## src/rtl/fetch_unit_pkg.sv

```systemverilog
// Shared CPU pipeline constants: exception codes, address map defaults, and PC source encoding.
package fetch_unit_pkg;

    localparam logic [4:0] EXC_NONE = 5'd0;
    localparam logic [4:0] EXC_ADEL = 5'd4;

    localparam logic [31:0] RESET_PC_DEF   = 32'h0000_3000;
    localparam logic [31:0] HANDLER_PC_DEF = 32'h0000_4180;
    localparam logic [31:0] IM_LO_DEF      = 32'h0000_3000;
    localparam logic [31:0] IM_HI_DEF      = 32'h0000_6FFC;
    localparam logic [31:0] NOP_INSTR      = 32'h0000_0000;

    typedef enum logic [2:0] {
        PC_SRC_SEQ,
        PC_SRC_HOLD,
        PC_SRC_REDIRECT,
        PC_SRC_PENDING,
        PC_SRC_HANDLER,
        PC_SRC_EPC
    } pc_src_e;

    // Sequential increment wraps modulo 2^32; the wrapped address is caught by the range check.
    function automatic logic [31:0] pc_plus4(input logic [31:0] pc);
        return pc + 32'd4;
    endfunction

endpackage

```

## src/rtl/fetch_unit_addr_check.sv

```systemverilog
// Combinational fetch address legality: misaligned or outside the instruction window raises AdEL.
module fetch_addr_check
    import fetch_unit_pkg::*;
#(
    parameter logic [31:0] IM_LO = IM_LO_DEF,
    parameter logic [31:0] IM_HI = IM_HI_DEF
) (
    input  logic [31:0] pc,
    output logic        adel
);

    logic misaligned;
    logic below_lo;
    logic above_hi;

    assign misaligned = |pc[1:0];
    assign below_lo   = pc < IM_LO;
    assign above_hi   = pc > IM_HI;
    assign adel       = misaligned | below_lo | above_hi;

endmodule

```

## src/rtl/fetch_unit.sv

```systemverilog
// Instruction fetch stage: PC register with redirect priority, one-entry stalled-redirect buffer,
// and fetch-side address exception reporting.
module fetch_unit
    import fetch_unit_pkg::*;
#(
    parameter logic [31:0] RESET_PC   = RESET_PC_DEF,
    parameter logic [31:0] HANDLER_PC = HANDLER_PC_DEF,
    parameter logic [31:0] IM_LO      = IM_LO_DEF,
    parameter logic [31:0] IM_HI      = IM_HI_DEF
) (
    input  logic        clk,
    input  logic        reset,
    input  logic        en,
    input  logic        exc_req,
    input  logic        eret_req,
    input  logic [31:0] epc,
    input  logic        redirect_valid,
    input  logic [31:0] redirect_pc,
    input  logic        is_bj_D,
    output logic [31:0] imem_addr,
    input  logic [31:0] imem_rdata,
    output logic [31:0] InstrF,
    output logic [31:0] PC_4F,
    output logic [6:2]  ExcCodeF,
    output logic        if_bdF,
    output logic        pending_o
);

    logic [31:0] pc_q, pc_d;
    logic        pending_q, pending_d;
    logic [31:0] target_q, target_d;
    logic        bd_sup_q, bd_sup_d;
    pc_src_e     pc_src;
    logic        adel;

    always_comb begin
        pc_src = PC_SRC_SEQ;
        if (exc_req) begin
            pc_src = PC_SRC_HANDLER;
        end else if (eret_req) begin
            pc_src = PC_SRC_EPC;
        end else if (!en) begin
            pc_src = PC_SRC_HOLD;
        end else if (redirect_valid) begin
            pc_src = PC_SRC_REDIRECT;
        end else if (pending_q) begin
            pc_src = PC_SRC_PENDING;
        end
    end

    always_comb begin
        pc_d      = pc_q;
        pending_d = pending_q;
        target_d  = target_q;
        bd_sup_d  = 1'b0;
        unique case (pc_src)
            PC_SRC_HANDLER: begin
                pc_d      = HANDLER_PC;
                pending_d = 1'b0;
                bd_sup_d  = 1'b1;
            end
            PC_SRC_EPC: begin
                pc_d      = epc;
                pending_d = 1'b0;
                bd_sup_d  = 1'b1;
            end
            PC_SRC_HOLD: begin
                // A redirect resolved during a stall is kept until F may advance; newest wins.
                if (redirect_valid) begin
                    pending_d = 1'b1;
                    target_d  = redirect_pc;
                end
            end
            PC_SRC_REDIRECT: begin
                pc_d      = redirect_pc;
                pending_d = 1'b0;
            end
            PC_SRC_PENDING: begin
                pc_d      = target_q;
                pending_d = 1'b0;
            end
            default: begin
                pc_d = pc_plus4(pc_q);
            end
        endcase
    end

    always_ff @(posedge clk) begin
        if (reset) begin
            pc_q      <= RESET_PC;
            pending_q <= 1'b0;
            target_q  <= 32'h0;
            bd_sup_q  <= 1'b0;
        end else begin
            pc_q      <= pc_d;
            pending_q <= pending_d;
            target_q  <= target_d;
            bd_sup_q  <= bd_sup_d;
        end
    end

    fetch_addr_check #(
        .IM_LO (IM_LO),
        .IM_HI (IM_HI)
    ) u_addr_check (
        .pc   (pc_q),
        .adel (adel)
    );

    assign imem_addr = pc_q;
    assign PC_4F     = pc_plus4(pc_q);
    assign InstrF    = adel ? NOP_INSTR : imem_rdata;
    assign ExcCodeF  = adel ? EXC_ADEL : EXC_NONE;
    // The first instruction at a handler or ERET target is never a delay slot.
    assign if_bdF    = is_bj_D & ~bd_sup_q;
    assign pending_o = pending_q;

endmodule

```

## config.mk

```make
export PLATFORM = sky130hd
export DESIGN_NAME = fetch_unit
export DESIGN_NICKNAME = d
export VERILOG_FILES = /design/src/rtl/fetch_unit_pkg.sv /design/src/rtl/fetch_unit_addr_check.sv /design/src/rtl/fetch_unit.sv
export SDC_FILE = /design/constraint.sdc
export NUM_CORES = 1
export LEC_CHECK = 0
export CAP_MARGIN = 20
export CELL_PAD_IN_SITES_DETAIL_PLACEMENT = 0
export CELL_PAD_IN_SITES_GLOBAL_PLACEMENT = 1
export CORE_UTILIZATION = 30
export DETAILED_ROUTE_END_ITERATION = 8
export PLACE_DENSITY_LB_ADDON = 0.3
export SLEW_MARGIN = 15
export SYNTH_ARGS = -nofsm -noshare
export SYNTH_HDL_FRONTEND = slang
export SYNTH_SLANG_ARGS = --single-unit
```

## constraint.sdc

```tcl
create_clock -name clk -period 6.79 [get_ports clk]
set_input_delay 1.6975 -clock clk [delete_from_list [all_inputs] [get_ports clk]]
set_output_delay 1.6975 -clock clk [all_outputs]
set_load 0.01 [all_outputs]
```

# Word-level counts from Yosys, hierarchy flattened
# Index checks and enable logic that the tools add are counted.
[classes]
bitwise_logic = 4
n_lt_le_gt_ge = 2
add_sub_neg = 1
n_mux = 11
reduce_logical = 6
n_eq_ne = 6
[op_table]
columns = ["op", "count"]
rows = [
  ["$pmux 32 s5", 1],
  ["$add 32x3->32 const B", 1],
  ["$gt 32x15->1 const B", 1],
  ["$lt 32x14->1 const B", 1],
  ["$mux 32", 1],
  ["$mux 3", 3],
  ["$eq 3x2->1 const B", 2],
  ["$eq 3x3->1 const B", 2],
  ["$mux 2", 3],
  ["$reduce_and 2->1", 2],
  ["$reduce_or 2->1", 2],
  ["$reduce_or 4->1", 1],
  ["$eq 3x1->1 const B", 1],
  ["$mux 1", 2],
  ["$ne 2x2->1 const B", 1],
  ["$or 1x1->1", 2],
  ["$pmux 1 s2", 1],
  ["$reduce_bool 2->1", 1],
  ["$and 1x1->1", 1],
  ["$not 1->1", 1],
]
[totals]
register_bits = 66
elab_cells = 34
input_bits = 103
out_inout_bits = 103

# Logic depth before layout (Yosys ltp)
# Gate-level depths: netlist (run 1).
[logic_depth]
word_depth = 9
depth_mapped = 7
ltp_nobuf = 6

# Modules after synthesis
# Synthesis (run 1) repeated with hierarchy kept, for this count alone.
[hier_totals]
cells_unflattened = 595
area_unflattened_um2 = 4481.8
[modules_own_cells]
columns = ["module", "seq_area_each_um2", "cells_per_inst", "area_each_um2", "instances"]
rows = [
  ["fetch_unit", 1321.3, 586, 4426.7, 1],
  ["fetch_addr_check", 0.0, 9, 55.1, 1],
]

# Worst setup path before layout (run 1)
# No wires, ideal clock.
[synth_timing]
path_type = "input port to output port"
from = "input is_bj_D"
to = "output if_bdF"
cell_stages = 1
arrival_time_ns = 1.895
setup_slack_ns = 3.198
cell_sequence = "nor2b_1"
[synth_between]
elab_chain_cells = 1
[synth_rtl]
columns = ["item", "line_no", "rtl"]
rows = [
  ["start: declaration", "fetch_unit.sv:19", "input logic is_bj_D,"],
  ["$and 1x1->1", "fetch_unit.sv:115", "assign if_bdF = is_bj_D & ~bd_sup_q;"],
  ["end: declaration", "fetch_unit.sv:25", "output logic if_bdF,"],
]
# Every way passes these cells.

# Final worst setup path (run 1)
[layout_timing]
from = "register pc_q[2], in the netlist imem_addr[2]"
to = "output PC_4F[16]"
[layout_between]
elab_chain_cells = 1
[layout_rtl]
columns = ["item", "line_no", "rtl"]
rows = [
  ["start: declaration", "fetch_unit.sv:29", "logic [31:0] pc_q, pc_d;"],
  ["start signal: assignment", "fetch_unit.sv:95", "pc_q <= pc_d;"],
  ["$add 32x3->32", "fetch_unit_pkg.sv:24", "return pc + 32'd4;"],
  ["end: declaration", "fetch_unit.sv:23", "output logic [31:0] PC_4F,"],
]
# Every way passes these cells.

==> results of run 1 <==
==> worst max-delay path, stage by stage (launching register included) <==
cell and delay, ns:
dfxtp_1 0.43, ha_1 0.38, nand3_4 0.13, nor4_1 0.58, nand3_1 0.29, xnor2_1 0.23, clkdlybuf4s50_1 0.59
==> worst paths after layout <==
path                        startpoint                    endpoint  slack (ns)  cells after the start
max          imem_addr[2]$_SDFFE_PP0N_                   PC_4F[16]        2.13                      6
min           target_q[5]$_SDFFE_PP0P_    target_q[5]$_SDFFE_PP0P_        0.45                      2
max reg2reg  imem_addr[2]$_SDFFE_PP0N_  imem_addr[16]$_SDFFE_PP0N_        4.47                      5
min reg2reg   target_q[5]$_SDFFE_PP0P_    target_q[5]$_SDFFE_PP0P_        0.45                      2
==> cells by family after synthesis <==
logic type,synth area share [%]
XOR/XNOR,4.077
AO/OA/AOI/OAI,24.34
multiplexers,0.2330
other,0.08728
flip-flops,30.75
buffers and inverters,8.037
AND/OR/NAND/NOR,32.18
adder cells (fa/ha/maj),0.2912
==> routing by layer <==
metal | share of wire, % | GRT usage, %
met1 | 43 | 30.76
met2 | 45 | 36.29
met4 | 2.6 | 9.259
met5 | 0 | 0
met3 | 9.0 | 5.337
==> power by group <==
group | switching, mW | internal (mW) | total, mW | leakage [nW]
combinational | 0.114 | 0.142 | 0.256 | 1.67
sequential | 0.0259 | 0.403 | 0.429 | 0.539
clock | 0.169 | 0.304 | 0.473 | 0.147
total | 0.308 | 0.849 | 1.16 | 2.36
==> flip-flops by register name (all words and copies together) (netlist names) <==
| register | flops |
|---|---|
| pending_o | 1 |
| target_q | 32 |
| bd_sup_q | 1 |
| imem_addr | 32 |
==> final cells by class <==
cell class | count | area (um2) | share of cell area [%]
inverter | 22 | 82.58 | 1.239
tap | 180 | 225.2 | 3.380
clock inverter | 2 | 35.03 | 0.5258
clock buffer | 14 | 264.0 | 3.962
multi-input combinational | 452 | 2648 | 39.74
timing repair buffer | 209 | 2087 | 31.32
sequential | 66 | 1321 | 19.83
==> per-stage QoR <==
| step | std cells | power [mW] | setup slack [ns] |
|---|---|---|---|
| after floorplan | 596 | 0.5361 | 3.198 |
| after global placement | 928 | 0.6873 | 2.202 |
| after detailed placement | 928 | 0.6895 | 2.083 |
| after CTS | 944 | 1.156 | 1.946 |
| after global routing | 945 | 1.194 | 1.993 |
| final | 945 | 1.157 | 2.129 |
==> layout by cell type, fill, tap and decap left out, drive strengths merged, types with 3 or more instances in the layout <==
| cell | instances |
|---|---|
| and2 | 35 |
| a221oi | 13 |
| a31oi | 5 |
| nand4 | 7 |
| conb | 4 |
| o21ai | 20 |
| nor3b | 4 |
| xnor2 | 14 |
| a211oi | 4 |
| a21oi | 90 |
| nor2 | 29 |
| and4 | 6 |
| nand2 | 85 |
| or2 | 10 |
| buf | 9 |
| clkbuf | 14 |
| inv | 21 |
| o2bb2ai | 3 |
| dfxtp | 66 |
| clkdlybuf4s50 | 200 |
| nand2b | 5 |
| o31a | 4 |
| a221o | 5 |
| nor3 | 10 |
| nor4 | 14 |
| and3 | 9 |
| xor2 | 6 |
| nand3 | 28 |
| a222oi | 6 |
| nor2b | 7 |
==> results.txt, run 1 <==
----------------------------------------------------
[Synth]
  Register area share after synthesis ... 30.75%
  Synthesized instance count ... 593
  Number of enable-type register cells in the synthesized netlist ... 0
  Most frequently used cell type in the post-synthesis netlist ... a21oi_1
  Count of state elements after synthesis ... 66
  Most instantiated cells after synthesis ... a21oi_1, nand2_1, dfxtp_1
  Top post-synthesis cells by area ... dfxtp_1, a21oi_1, nand2_1
  Synth warn ... 0
  Most used flip-flop cell after synthesis ... dfxtp_1
  Cell taking the most area after synthesis ... dfxtp_1
  Average cell area after synthesis ... 7.246 um2
  Area share of the leading cell type in the synthesized netlist ... 30.75%
  Number of distinct library cells after synthesis ... 64
  FFs w/ async S/R, synth ... 0%
  Mapped Area ... 4297 um2

[GRT]
  Tot GR Track Use ... 23.24%
  Number of global-route vias before repair ... 4694
  Number of antenna violations at the first check in global routing ... 0
  Wire length of the first global-routing pass ... 26050 um
  Pin count of the biggest net entering global routing ... 67
  Overflow left after global routing ... 0

[Timing]
  Final cycle utilization of the critical path ... 68.65%
  Maximum clock frequency ... 214.5 MHz
  Final Critical Period ... 4.661 ns
  Hold WS ... 0.4548 ns
  Worst slew margin ... 34.82%
  Unrepaired setup endpoints after global routing ... no
  Final sum of negative setup slack ... 0 ns
  Final-report max-slew violation count ... 0
  Slew at the pin with the worst max-slew slack ... 0.9746 ns
  Final setup fails ... 0
  Final clock skew ... 0.004003 ns
  Number of failing hold endpoints at the final stage ... 0

[Routing]
  Total wire length after detailed routing ... 17640 um
  First-pass DRT Iterations ... 8
  DRC violation count after routing ... 0
  Via count ... 5138
  Detailed-route vias per instance ... 5.437
  DRC marker count from the first detailed-route iteration ... 461
  Wirelength per Cell ... 18.67 um
  Number of antenna-violating nets in the routed design ... 0

[Setup path]
  Setup crit end kind ... output pin
  Startpoint type of the worst setup path ... flip-flop
  Worst-path fanout max ... 6
  Classification of the worst setup path ... reg2out
  Worst path required time ... 5.09 ns
  Signal arrival time at the worst endpoint ... 2.96 ns

[Floorplanning]
  Die ar. ... 14800 um2
  Die boundary width ... 121.7 um
  Standard-cell row count ... 43
  Effective utilization at floorplan ... 30.83%
  Top-level port count ... 206
  Core region area ... 13930 um2
  Height of the chip ... 121.7 um

[Clocking]
  Clock tree from TritonCTS ... built
  Clock transition at the registers of the reported paths ... 0.05 ns
  Clock buffer count from CTS ... 9
  Clock tree buffer depth ... 2
  Root buffer cell ... clkbuf_16
  Count of hold buffers inserted by post-cts repair ... 0
  H-tree depth ... 3
  Post-cts gate resize count ... 0
  Post-CTS repair timing setup buffer count ... 0
  Sinks on the clock net ... 66
  Clock latency of the later-clocked register in the worst-skew pair ... 0.33 ns

[Power and ir drop]
  VDD IR-drop max ... 0.1016 mV
  Leakage power ... 2.360 nW
  Power Density ... 173.7 nW/um2

[Placement]
  Last weighted congestion value of the routability-driven placer ... 0.9360
  PortBufs ... 201
  Instance area at placement ... 6330 um2
  Detailed-placement wirelength estimate ... 13220 um

[Final layout]
  Final instance area ... 6663 um2
  Diode count ... 0
  Layout overhead on the synthesized area ... 55.07%
  Number of nets in the layout ... 864
  Fill cell total of the finished layout ... 1370
  Ratio of cells with drive above 1 in the final layout ... 5.752%
  Post-Route Utilization ... 47.81%

[Status]
  Status ... complete, no violations

[Job]
  Max capacitance violation total ... 0

[Hold path]
  Kind of path behind the tightest hold check ... reg2reg

----------------------------------------------------
(Power assumes the default switching activity.)
==> run 2, diff against run 1 <==
- CORE_UTILIZATION: 30 -> 26
- clock period: 6.79 -> 4.1 ns (I/O delays scaled with it)
==> results.txt, run 2 (synthesized netlist as in run 1, its figures left out) <==
----------------------------------------------------
[Status]
  Status ... complete, no violations

[Power and ir drop]
  Pwr Total ... 1.858 mW
  Fraction of power spent switching nets ... 28.62%
  Pint ... 1.326 mW
  Fraction of power consumed by combinational cells ... 23.2%
  Share of total power in the clock network ... 38.7%
  VDD IR-drop max ... 0.2263 mV
  Switching power summed over all nets ... 0.5317 mW
  Power Density ... 275.5 nW/um2
  Leakage power ... 2.390 nW
  Relative contribution of sequential cells to total power ... 38.2%

[GRT]
  Number of global-route vias before repair ... 4813
  Overflow left after global routing ... 0
  Tot GR Track Use ... 21.22%
  Pin count of the biggest net entering global routing ... 46
  Wire length of the first global-routing pass ... 27080 um
  Number of antenna violations at the first check in global routing ... 0

[Placement]
  PortBufs ... 201
  Instance area at placement ... 6470 um2
  Minimum setup slack after placement ... 0.6550 ns
  Last weighted congestion value of the routability-driven placer ... 0.8814
  Detailed-placement wirelength estimate ... 14430 um
  Cell count after placement ... 975

[Job]
  Max capacitance violation total ... 0

[Setup path]
  Reg2Reg Setup Slack ... 1.99 ns
  Length in cells of the worst reg-to-reg path ... 5
  Setup crit end kind ... output pin
  Startpoint type of the worst setup path ... flip-flop
  Classification of the worst setup path ... reg2out
  Signal arrival time at the worst endpoint ... 2.78 ns
  FF-to-FF End ... imem_addr[13]$_SDFFE_PP1N_
  Worst-path fanout max ... 6
  Worst path required time ... 3.07 ns
  Origin of the critical flop-to-flop path ... imem_addr[4]$_SDFFE_PP0N_

[Routing]
  Met2 layer wire length in the routed design ... 8742 um
  Top routing layer in use ... met4
  First-pass DRT Iterations ... 5
  Via count ... 5134
  DRC marker count from the first detailed-route iteration ... 412
  Total wire length after detailed routing ... 18470 um
  Metal3 WL ... 1588 um
  Wirelength per Cell ... 18.64 um
  Detailed-route vias per instance ... 5.181
  Number of antenna-violating nets in the routed design ... 0
  Wire length on met1 ... 7807 um
  DRC violation count after routing ... 0

[Final layout]
  Non-Filler Instances ... 991
  Final instance area ... 6741 um2
  Post-Route Utilization ... 42.13%
  Diode count ... 0
  Layout overhead on the synthesized area ... 56.90%
  Leading cell types in the layout, fill and taps excluded ... clkdlybuf4s50_1, a21oi_1, nand2_1
  Leading cell type in the layout, fill and taps excluded ... clkdlybuf4s50_1
  Number of nets in the layout ... 874
  Ratio of cells with drive above 1 in the final layout ... 7.355%

[Floorplanning]
  Die ar. ... 17040 um2
  Effective utilization at floorplan ... 26.85%
  Top-level port count ... 206
  Die boundary width ... 130.6 um
  Standard-cell row count ... 46
  Core region area ... 16000 um2
  Height of the chip ... 130.6 um

[Timing]
  Final cycle utilization of the critical path ... 92.69%
  Final clock skew ... 0.007741 ns
  Worst slew margin ... 36.57%
  Final Critical Period ... 3.800 ns
  Final-report max-slew violation count ... 0
  Number of failing hold endpoints at the final stage ... 0
  Slew at the pin with the worst max-slew slack ... 0.9515 ns
  Final sum of negative setup slack ... 0 ns
  Worst Slack Setup Final ... 0.2996 ns
  Hold WS ... 0.4559 ns
  Unrepaired setup endpoints after global routing ... no
  Final setup fails ... 0
  Maximum clock frequency ... 263.1 MHz

[Hold path]
  Hold Crit Depth ... 2
  Kind of path behind the tightest hold check ... reg2reg
  Worst hold start ... target_q[23]$_SDFFE_PP0P_
  WHS Endpoint ... target_q[23]$_SDFFE_PP0P_

[Clocking]
  Clock tree from TritonCTS ... built
  Post-CTS repair timing setup buffer count ... 0
  Count of hold buffers inserted by post-cts repair ... 0
  Clock transition at the registers of the reported paths ... 0.06 ns
  Root buffer cell ... clkbuf_16
  Post-cts gate resize count ... 0
  Clock latency of the later-clocked register in the worst-skew pair ... 0.34 ns
  Clock buffer count from CTS ... 9
  Clock tree buffer depth ... 2
  Sinks on the clock net ... 66
  H-tree depth ... 3

----------------------------------------------------
run 2: cell count changes in the layout (fill, tap and decap cells not counted), sizes merged:
cell | before | now
clkinvlp | 0 | 1
clkbuf | 14 | 10
bufinv | 1 | 0
buf | 9 | 19
clkinv | 2 | 6
run 2: worst max path at each step:
stage                            to                       start  depth (start not counted)  slack [ns]
final                     PC_4F[26]   imem_addr[2]$_SDFFE_PP0N_                          6        0.30
after global routing      PC_4F[30]  imem_addr[21]$_SDFFE_PP0N_                          5        0.13
after CTS                 PC_4F[26]   imem_addr[2]$_SDFFE_PP0N_                          6        0.29
after detailed placement  PC_4F[26]   imem_addr[2]$_SDFFE_PP0N_                          6        0.66
after global placement    PC_4F[30]  imem_addr[21]$_SDFFE_PP0N_                          5        0.66
after floorplan           PC_4F[26]   imem_addr[2]$_SDFFE_PP0N_                          5        1.18
run 2: power groups by stage:
stage | Sequential, mW | Clock (mW) | Combinational, mW
floorplan | 0.713 | 0 | 0.175
global placement | 0.722 | 0 | 0.428
detailed placement | 0.722 | 0 | 0.430
CTS | 0.708 | 0.725 | 0.432
global route | 0.713 | 0.763 | 0.462
finish | 0.709 | 0.718 | 0.430
run 2: per-layer routing:
layer / global-route usage, % / vias up
met3: 3.583 / 21
met1: 27.30 / 2388
met4: 7.640 / 0
li1: - / 2463
met2: 35.61 / 262
met5: 0 / -
run 2: layout make-up:
cell class	instances	area [um2]
fillers	1661	9259
well taps	216	270.3
clock inverters	6	32.53
clock buffers	10	239.0
multi-input cells	452	2641
repair buffers	219	2155
inverters	22	82.58
flip-flops and latches	66	1321
run 2: worst max-delay path, cell delays in order, from the launching register on:
cell,delay [ns]
dfxtp_1,0.41
ha_1,0.33
nand3_4,0.12
or4_4,0.55
o31a_1,0.31
or2_1,0.24
clkdlybuf4s50_1,0.48
==> variant 1: new RTL, config.mk and constraints of run 2 <==
Register the outputs `InstrF`, `PC_4F`, `ExcCodeF` and `if_bdF`; this adds one clock of latency there. The other outputs are not delayed to match.
--- a/src/rtl/fetch_unit.sv
+++ b/src/rtl/fetch_unit.sv
@@ -110,7 +110,9 @@
     assign imem_addr = pc_q;
-    assign PC_4F     = pc_plus4(pc_q);
-    assign InstrF    = adel ? NOP_INSTR : imem_rdata;
-    assign ExcCodeF  = adel ? EXC_ADEL : EXC_NONE;
     // The first instruction at a handler or ERET target is never a delay slot.
-    assign if_bdF    = is_bj_D & ~bd_sup_q;
+    always_ff @(posedge clk) begin
+        InstrF   <= adel ? NOP_INSTR : imem_rdata;
+        PC_4F    <= pc_plus4(pc_q);
+        ExcCodeF <= adel ? EXC_ADEL : EXC_NONE;
+        if_bdF   <= is_bj_D & ~bd_sup_q;
+    end
     assign pending_o = pending_q;
Check against the original RTL: not equivalent (a bounded check fails within 4 cycles, from zero or initial values and one cycle with reset high).
==> variant 1 against run 2 <==
- clock skew increased by 0.0043 ns
- synthesized area is 33% higher
- total power up 93%
- routed wire length grew 8.2%
- combinational power decreased by 1%
- count of clock-buffer cells in the layout grew 7
- global-route usage decreased by 3.5 points
- setup slack improved by 0.85 ns
- worst hold slack lost 0.077 ns
- final cell count rose by 13%
- largest power group unchanged
- cell area rose by 28%
- sequential share of layout area is 11 points higher
- sequential cell count increased by 66
==> variant 1: results (changes against run 2) <==
status: "finished, final reports clean"  # unchanged
synth_fa_ha_area_frac: 0.002195  # was 0.002912
clock_skew_ns: 0.01208  # was 0.007741 ns
wl_met3_um: 1653  # was 1588 um
drtIter0Drc: 449  # was 412
yosysSeqAreaShare: 0.4637  # was 0.3075
worstSkewPairLatency_ns: 0.42  # was 0.34 ns
grt_util_met1: 0.2551  # was 0.2730
cts_buffers: 17  # was 9
route.met2.wl_um: 8624  # was 8742 um
syn_inst: 657  # was 593
synthTopCellsByCount: "132 x dfxtp_1, 113 x nand2_1, 58 x a21oi_1"  # was 90 x a21oi_1, 84 x nand2_1, 66 x dfxtp_1
leakagePower_nw: 3.051  # was 2.390 nW
grtUsageMet3: 0.04360  # was 0.03583
synthFlopType: "dfxtp_1"  # unchanged
portBuffers: 201  # unchanged
antenna_found_initial: 0  # unchanged
critical-path-top-delay-family: "simple AND/OR/NAND/NOR gates"  # unchanged
met1_length_um: 9573  # was 7807 um
gp_congestion: 0.7900  # was 0.8814
grt_pass1_wl_um: 29760  # was 27080 um
cpMaxStageDelayCell: "or4b_1"  # was or4_4
use_met2: 0.2593  # was 0.3561
cts_resized: 0  # unchanged
cp_max_fo: 13  # was 6
clockBufferDepth: 2  # unchanged
htreeDepth: 4  # was 3
synthTopCellsByArea: "dfxtp_1 46%, nand2_1 7.4%, a21oi_1 5.1%, and2_1 4.3%, a221oi_1 3.7%"  # was dfxtp_1 31%, a21oi_1 10%, nand2_1 7.3%, and2_1 5.1%, nand3_1 3.0%
cpPeakStageDelay_ns: 0.70  # was 0.55 ns
synth_mux_area_frac: 0  # was 0.002330
slew_headroom: 0.4561  # was 0.3657
grt_pass1_vias: 4976  # was 4813
vias_per_cell: 4.893  # was 5.181
place_area_sq_um: 7923  # was 6470 sq um
synth_compound_area_frac: 0.1745  # was 0.2434
cts_root_buffer: "clkbuf_16"  # unchanged
post-dp-hpwl_um: 14650  # was 14430 um
ys_types: 56  # was 64
cts.clk_slew.worst_paths_ns: 0.06  # about the same
antennaDiodeCount: 0  # unchanged
async_flop_share: 0  # unchanged
grt_util_all_layers: 0.1768  # was 0.2122
grt_start_max_net_pins: 42  # was 46
finalNonFillerCells: 1122  # was 991
finalWirelength_um: 19990  # was 18470 um
highest_layer: "met4"  # unchanged
synth.most_common_cell: "dfxtp_1"  # was a21oi_1
vdd_drop_max_uv: 234.5  # was 226.3 uV
hold_path.class: "reg -> reg"  # unchanged
drive_gt1_frac: 0.08619  # was 0.07355
fin_nets: 938  # was 874
yosysWarnings: 0  # unchanged
post_cts.repair.setup_buffers: 0  # unchanged
place_ws_ns: 0.7648  # was 0.6550 ns
synth-xor-area-share: 0.04303  # was 0.04077
[variant 1: changes by cell type after synthesis, sizes merged, moves of 12 or more]
cell,before,now
a21oi,90,58
buf,29,17
clkbuf,27,43
dfxtp,66,132
inv,21,6
nand2,85,113
o21ai,20,7
or3b,0,17
[variant 1: report_power, final]
group          internal [mW]  switching, mW  total (mW)
logic                  0.244          0.181       0.425
clock network           1.15          0.611        1.76
registers               1.35         0.0540        1.40
[variant 1: cell type report]
class	count	area, sq um
clock buffers	17	425.4
fillers	2120	12690
inverters	6	22.52
clock inverters	15	252.7
well taps	275	344.1
multi-input cells	462	2806
repair buffers	215	2107
flip-flops and latches	132	2643
[variant 1: worst paths after layout]
kind                                startpoint             to  slack (ns)  cells past startpoint
worst max-delay path            redirect_valid  imem_addr[19]        1.15                      5
worst min-delay path                  bd_sup_q         if_bdF        0.38                      1
worst max register to register    imem_addr[2]  imem_addr[26]        1.82                      5
worst min register to register        bd_sup_q         if_bdF        0.38                      1
==> variant 2: new RTL, flow settings as in run 2 <==
Without the edit above. Make the reset (`reset`) asynchronous in one clocked block.
--- a/src/rtl/fetch_unit.sv
+++ b/src/rtl/fetch_unit.sv
@@ -87,3 +87,3 @@
 
-    always_ff @(posedge clk) begin
+    always_ff @(posedge clk or posedge reset) begin
         if (reset) begin
Check against the original RTL: differs if reset is asserted again (counterexample within 4 cycles, from zero or initial values and one cycle with reset high); with reset held inactive, the same outputs for 10 cycles.
==> variant 2 against run 2 <==
- setup slack got worse by 0.067 ns
- cell area is 1.4% higher
- routed wire length decreased by 9.8%
- clock power is 3.2% lower
- synthesized cell count fell by 18%
- sequential cell count did not move
- die area increased by 1.2%
- critical path depth increased by 1
- combinational power grew 28%
- total power is 13% higher
- synthesized area is 1.2% higher
- worst hold slack better by 0.049 ns
- highest routed layer unchanged
==> variant 2: results (changes against run 2) <==
grt_pass1_wl_um: 26110  # was 27080 um
p_sw_frac: 0.2906  # was 0.2862
grtUsageMet3: 0.03704  # was 0.03583
place_inst: 882  # was 975
cp.arrival_ns: 2.84  # was 2.78 ns
r2r-start: "imem_addr[16]"  # was imem_addr[4]
top_power_group: "registers"  # was clock
fin_nets: 781  # was 874
vias_per_cell: 4.999  # was 5.181
timing.hold.ws_ns: 0.5045  # was 0.4559 ns
hold_depth: 1  # was 2
drtIter0Drc: 394  # was 412
post-dp-hpwl_um: 12650  # was 14430 um
grt_start_max_net_pins: 34  # was 46
place_area_sq_um: 6579  # was 6470 sq um
vdd_drop_max_uv: 187.1  # was 226.3 uV
place_ws_ns: 0.5045  # was 0.6550 ns
r2r_slack_ns: 1.94  # was 1.99 ns
grt_util_all_layers: 0.1953  # was 0.2122
gp_congestion: 0.8652  # was 0.8814
leakagePower_nw: 2.714  # was 2.390 nW
slew_headroom: 0.4524  # was 0.3657
antenna_found_initial: 1  # was 0
pg_comb_mw: 0.549  # was 0.430 mW
wl_met3_um: 1021  # was 1588 um
power.density_nw_per_um2: 306.8  # was 275.5 nW/um^2
rr_endpoint: "imem_addr[23]"  # was imem_addr[13]
status: "finished, final reports clean"  # unchanged
ys_types: 52  # was 64
async_flop_share: 1.000  # was 0
highest_layer: "met4"  # unchanged
clock_skew_ns: 0.008364  # was 0.007741 ns
route.met2.wl_um: 8226  # was 8742 um
synthTopCellsByArea: "dfrtp_1 37%, mux2_2 8.3%, and2_1 4.9%, a21oi_1 4.1%, nand2_1 4.1%"  # was dfxtp_1 31%, a21oi_1 10%, nand2_1 7.3%, and2_1 5.1%, nand3_1 3.0%
p_clk_mw: 0.695  # was 0.718 mW
use_met2: 0.3342  # was 0.3561
synthTopCellsByCount: "64 x dfrtp_1, 48 x nand2_1, 36 x a21oi_1"  # was 90 x a21oi_1, 84 x nand2_1, 66 x dfxtp_1
synth_compound_area_frac: 0.1891  # was 0.2434
met1_length_um: 7133  # was 7807 um
drive_gt1_frac: 0.1188  # was 0.07355
syn_inst: 487  # was 593
grt_pass1_vias: 4661  # was 4813
cts_root_buffer: "clkbuf_16"  # unchanged
layout_min_cycle_time_ns: 3.867  # was 3.800 ns
yosysSeqAreaShare: 0.3804  # was 0.3075
synth_mux_area_frac: 0.08288  # was 0.002330
holdPathEnd: "target_q[8]"  # was target_q[23]
cp_max_fo: 12  # was 6
num_vias: 4494  # was 5134
grt_util_met1: 0.2388  # was 0.2730
synthFlopType: "dfrtp_1"  # was dfxtp_1
synth_fa_ha_area_frac: 0.002878  # was 0.002912
yosysWarnings: 0  # unchanged
htreeDepth: 3  # unchanged
worstHoldStart: "target_q[8]"  # was target_q[23]
worstSetupEndpoint: "PC_4F[20]"  # was PC_4F[26]
finalWirelength_um: 16660  # was 18470 um
crit_start: "imem_addr[2]"  # unchanged
drt_first_pass_iters: 4  # was 5
-- variant 2: cell types whose count changed in the layout (fill, tap and decap cells not counted), sizes merged, moves of 5 or more --
| cell | change |
|---|---|
| a21oi | -54 |
| a22oi | +6 |
| a2bb2oi | +5 |
| dfrtp | +64 |
| dfxtp | -66 |
| mux2 | +32 |
| nand2 | -37 |
| nand3 | -13 |
| nor3 | -5 |
| nor4 | -8 |
| o21ai | -7 |
| o221a | +6 |
| or2 | -9 |
| xnor2 | +6 |
-- variant 2: worst max-delay path: stages (launching register included) --
cell             delay [ns]
dfrtp_1                0.46
ha_1                   0.24
nand3_2                0.20
nor4_2                 0.35
buf_4                  0.24
and3_1                 0.24
xnor2_1                0.15
clkdlybuf4s50_1        0.61
-- variant 2: layout make-up --
type                       instances  area (sq um)
clock buffer                      13         240.2
clock inverter                     3         17.52
timing repair buffer             218          2140
multi-input combinational        357          2421
inverter                          25         93.84
fill                            1578          9276
antenna                            1         2.502
tap                              216         270.3
sequential                        66          1654
